**src/rtl/fifo_wr_arbiter.sv**
```systemverilog
// fifo_wr_arbiter
// Round-robin arbiter sharing the async FIFO write port between NUM_REQ
// producers in the w_clk domain. A grant lasts up to BURST_LEN beats, stalls
// while w_full is high, and always ends with at least one IDLE bubble.
module fifo_wr_arbiter #(
    parameter int NUM_REQ      = 4,
    parameter int MEMORY_WIDTH = 4,
    parameter int BURST_LEN    = 4,
    parameter int ID_WIDTH     = 2
) (
    input  logic                            w_clk,
    input  logic                            wrst_n,
    input  logic [NUM_REQ-1:0]              req_valid,
    input  logic [NUM_REQ*MEMORY_WIDTH-1:0] req_data,
    output logic [NUM_REQ-1:0]              req_ready,
    input  logic                            w_full,
    output logic                            w_en,
    output logic [MEMORY_WIDTH-1:0]         wdata,
    output logic [ID_WIDTH-1:0]             grant_id,
    output logic                            busy
);

    localparam logic [0:0] IDLE  = 1'b0;
    localparam logic [0:0] GRANT = 1'b1;

    logic [0:0]          state;
    logic [ID_WIDTH-1:0] last_id;
    logic [3:0]          beat_cnt;
    logic                sel_found;
    logic [ID_WIDTH-1:0] sel_id;
    logic [ID_WIDTH-1:0] cand_id;
    int unsigned         slice_base;

    // Round-robin search: first valid producer at or after last_id+1, wrapping
    always_comb begin
        sel_found = 1'b0;
        sel_id    = '0;
        cand_id   = '0;
        for (int unsigned i = 1; i <= NUM_REQ; i++) begin
            cand_id = ID_WIDTH'((32'(last_id) + i) % NUM_REQ);
            if (!sel_found && req_valid[cand_id]) begin
                sel_found = 1'b1;
                sel_id    = cand_id;
            end
        end
    end

    // Write-port outputs: only the owner sees ready, nothing moves while full
    always_comb begin
        req_ready  = '0;
        w_en       = 1'b0;
        wdata      = '0;
        slice_base = 32'(grant_id) * MEMORY_WIDTH;
        if (state == GRANT) begin
            req_ready[grant_id] = !w_full;
            w_en                = req_valid[grant_id] && !w_full;
            if (w_en) begin
                wdata = req_data[slice_base +: MEMORY_WIDTH];
            end
        end
    end

    assign busy = (state == GRANT);

    // Grant FSM: arbitrate in IDLE, count beats / stall / release in GRANT
    always_ff @(posedge w_clk or negedge wrst_n) begin
        if (!wrst_n) begin
            state    <= IDLE;
            grant_id <= '0;
            last_id  <= ID_WIDTH'(NUM_REQ - 1);
            beat_cnt <= '0;
        end else begin
            case (state)
                IDLE: begin
                    if (sel_found) begin
                        grant_id <= sel_id;
                        last_id  <= sel_id;
                        beat_cnt <= '0;
                        state    <= GRANT;
                    end
                end
                GRANT: begin
                    if (!w_full) begin
                        if (req_valid[grant_id]) begin
                            beat_cnt <= beat_cnt + 4'd1;
                            if (beat_cnt + 4'd1 == 4'(BURST_LEN)) begin
                                state <= IDLE;
                            end
                        end else begin
                            state <= IDLE;
                        end
                    end
                end
                default: state <= IDLE;
            endcase
        end
    end

endmodule

```
**config.mk**
```make
export PLATFORM = sky130hd
export DESIGN_NAME = fifo_wr_arbiter
export DESIGN_NICKNAME = d
export VERILOG_FILES = /design/src/rtl/fifo_wr_arbiter.sv
export SDC_FILE = /design/constraint.sdc
export NUM_CORES = 1
export LEC_CHECK = 0
export CORE_MARGIN = 5
export CORE_UTILIZATION = 37
export CTS_CLUSTER_DIAMETER = 60
export DETAILED_ROUTE_END_ITERATION = 7
export GPL_TIMING_DRIVEN = 0
export MAX_ROUTING_LAYER = met4
export PLACE_DENSITY = 0.73
export SETUP_SLACK_MARGIN = 0.3
export SYNTH_ARGS = -nofsm -noshare
export SYNTH_HDL_FRONTEND = slang
export SYNTH_SLANG_ARGS = --single-unit
```
**constraint.sdc**
```tcl
create_clock -name w_clk -period 2 [get_ports w_clk]
set_clock_uncertainty 0.15 [all_clocks]
set_input_delay 0.3 -clock w_clk [delete_from_list [all_inputs] [get_ports w_clk]]
set_output_delay 0.3 -clock w_clk [all_outputs]
set_load 0.02 [all_outputs]
```
==> flow_summary.json <==
{
  "power.density_nw_per_um2": 1160,
  "grt_pass1_wl_microns": 3430,
  "grt_overflow": 0,
  "cts_tree": "built",
  "synthDistinctLibCells": 39,
  "die_y_microns": 55.8,
  "maxCapViolCount": 0,
  "final_common_cell": "clkdlybuf4s50_1",
  "worstPathMaxFanout": 6,
  "via_per_inst": 5.05,
  "crit_required_ns": 1.55,
  "synth_edf_count": 0,
  "rsz0062_at_grt": "yes",
  "worstSetupEndpointType": "output port",
  "synth_area_leaders": "dfrtp_1 23%, mux4_1 14%, dfstp_2 6.8%",
  "synth_flop_cell": "dfrtp_1",
  "hold_ws_ns": 0.191,
  "final_layout_size_suffix_gt1_share_pct": 40.2,
  "fin_tns_setup_ns": -0.233,
  "synth_top_area_share_pct": 22.6,
  "initial_core_util_pct": 39.1,
  "status": "finished, violations left",
  "drc_errors": 0,
  "dieArea_sq_um": 3110,
  "cts.sink_count": 9,
  "hold_class": "in2async",
  "wire_per_inst_microns": 13.9,
  "antenna_left": 0,
  "r2r_cells": 8,
  "clock_path_buffers": 2,
  "synth.avg_cell_area_sq_um": 10.5,
  "criticalPathCategory": "reg2out",
  "worstMarginPinSlew_ns": 0.400,
  "yosysWarnings": 0,
  "track_usage_pct": 14.0,
  "fin_crit_ns": 2.05,
  "num_rows": 16,
  "diodes": 0,
  "wl_met3_microns": 130,
  "pin_count": 35,
  "hpwlAfterDp_microns": 1560,
  "fp.dieW_microns": 55.8,
  "seq_area_frac_synth_pct": 29.4,
  "syn-cell-area_sq_um": 776,
  "wl_met2_microns": 911,
  "netlist_instances": 74,
  "areaGrowthSynthToFinish_pct": 62.6,
  "nets": 143,
  "vias": 727,
  "clkLatencyLatePin_ns": 0.25,
  "setup_viol": 5,
  "drt-total-wl_microns": 2000,
  "drt-pass1-iter-count": 4,
  "cts_max_level": 1,
  "grt_max_degree": 10,
  "gp_congestion": 0.856,
  "period_share_pct": 103,
  "antenna_found_initial": 0,
  "synth_seq_cells": 9,
  "m1WireLength_microns": 942,
  "top_layer_used": "met4",
  "max_slew_margin_pct": 73.3,
  "failed_checks": "setup timing",
  "port_buffers": 34,
  "grt_pass1_vias": 755,
  "final_cell_mix": "17 x clkdlybuf4s50_1, 11 x buf_6, 6 x and2_4, 6 x nand2_1",
  "setup_ws_ns": -0.0530,
  "critPathLaunchType": "flop",
  "core-area_sq_um": 1980,
  "crit_arrival_ns": 1.60,
  "cts_buffers": 3,
  "ir_drop_uv": 816,
  "yosysTopAreaCell": "dfrtp_1",
  "power_w": 0.00147,
  "cts-root-buf": "clkbuf_4",
  "finalHoldViolations": 0,
  "max_freq_ghz": 0.487,
  "synth_fp_nets": 99,
  "synthArstFlopShare_pct": 100,
  "first_iter_violations": 12,
  "slew_viol_final": 0,
  "total_leakage_power_nw": 0.612,
  "path_clk_slew_ns": 0.06,
  "fillCellCount": 155
}
kinds of logic after synthesis:
kind of cell               Yosys count  synth area share (%)
and+or+nand+nor                     31                  24.0
muxes                                8                  20.2
DFF                                  9                  29.4
AOI/OAI and AO/OA                   17                  17.7
buffers and inverters                6                  4.35
adders and majority gates            2                  3.23
xor gates and xnor gates             1                  1.13
registers in the layout, indices dropped and copies added (netlist names):
name      count
beat_cnt      4
busy          1
grant_id      2
last_id       2
Yosys cell counts, drive strengths merged (2+ instances only):
library cell	instances
a21o	3
a21oi	2
and2	6
and2b	2
buf	2
dfrtp	7
dfstp	2
ha	2
inv	3
mux2	3
mux4	4
nand2	6
nand2b	2
nand3	4
nor2b	4
o21a	2
o21ai	2
critical path: stages (launching register included):
cell and delay, ns:
dfrtp_2 0.42, buf_6 0.13, mux2_4 0.31, a22oi_4 0.16, inv_4 0.07, and2_4 0.14, buf_6 0.12
cell type report:
cell class / count / area [sq um] / area share (%)
timing repair buffer: 39 / 388 / 30.8
sequential: 9 / 230 / 18.3
tap: 27 / 33.8 / 2.68
inverter: 3 / 13.8 / 1.09
buffer: 3 / 27.5 / 2.18
multi-input combinational: 59 / 542 / 43.0
clock buffer: 4 / 26.3 / 2.08
report_power, final:
part	total (W)	switching (W)	internal, W
Sequential	0.000364	0.0000915	0.000273
Clock	0.000134	0.0000571	0.0000765
Combinational	0.000970	0.000423	0.000546
Total	0.00147	0.000572	0.000896
through the flow:
| step | instances | instance area, sq um | util [%] | setup slack, ns |
|---|---|---|---|---|
| 4_1_cts | 142 | 1210 | 61.3 | -0.0673 |
| 2_1_floorplan | 74 | 785 | - | 0.0960 |
| 3_3_place_gp | 135 | 1160 | 58.5 | -0.701 |
| 5_1_grt | 144 | 1260 | 63.6 | -0.108 |
| 3_5_place_dp | 135 | 1160 | 58.5 | -0.716 |
| 6_report | 144 | 1260 | 63.6 | -0.0530 |
per-layer routing:
| metal | up-vias | track usage [%] |
|---|---|---|
| li1 | 361 | - |
| met1 | 330 | 17.8 |
| met2 | 34 | 21.6 |
| met3 | 2 | 4.41 |
| met4 | 0 | 3.13 |
| met5 | - | - |
path summary, 6_finish.rpt:
kind	startpoint	end	slack, ns
worst max-delay path	grant_id[1]$_DFFE_PN0P_	wdata[1]	-0.05
worst min-delay path	wrst_n	beat_cnt[3]$_DFFE_PN0P_	0.19
worst max register to register	grant_id[1]$_DFFE_PN0P_	beat_cnt[3]$_DFFE_PN0P_	-0.03
worst min register to register	last_id[1]$_DFFE_PN1P_	last_id[1]$_DFFE_PN1P_	0.39
max in group asynchronous	wrst_n	last_id[1]$_DFFE_PN1P_	1.19
min in group w_clk	w_full	busy$_DFF_PN0_	0.36
repair_timing:
action,CTS,global route
gates resized for setup,72,10
setup buffers,3,2
hold buffers,0,0
setup endpoints to repair,17,19
pin swaps,4,2
Note: power is estimated with default switching activity, not from simulation.
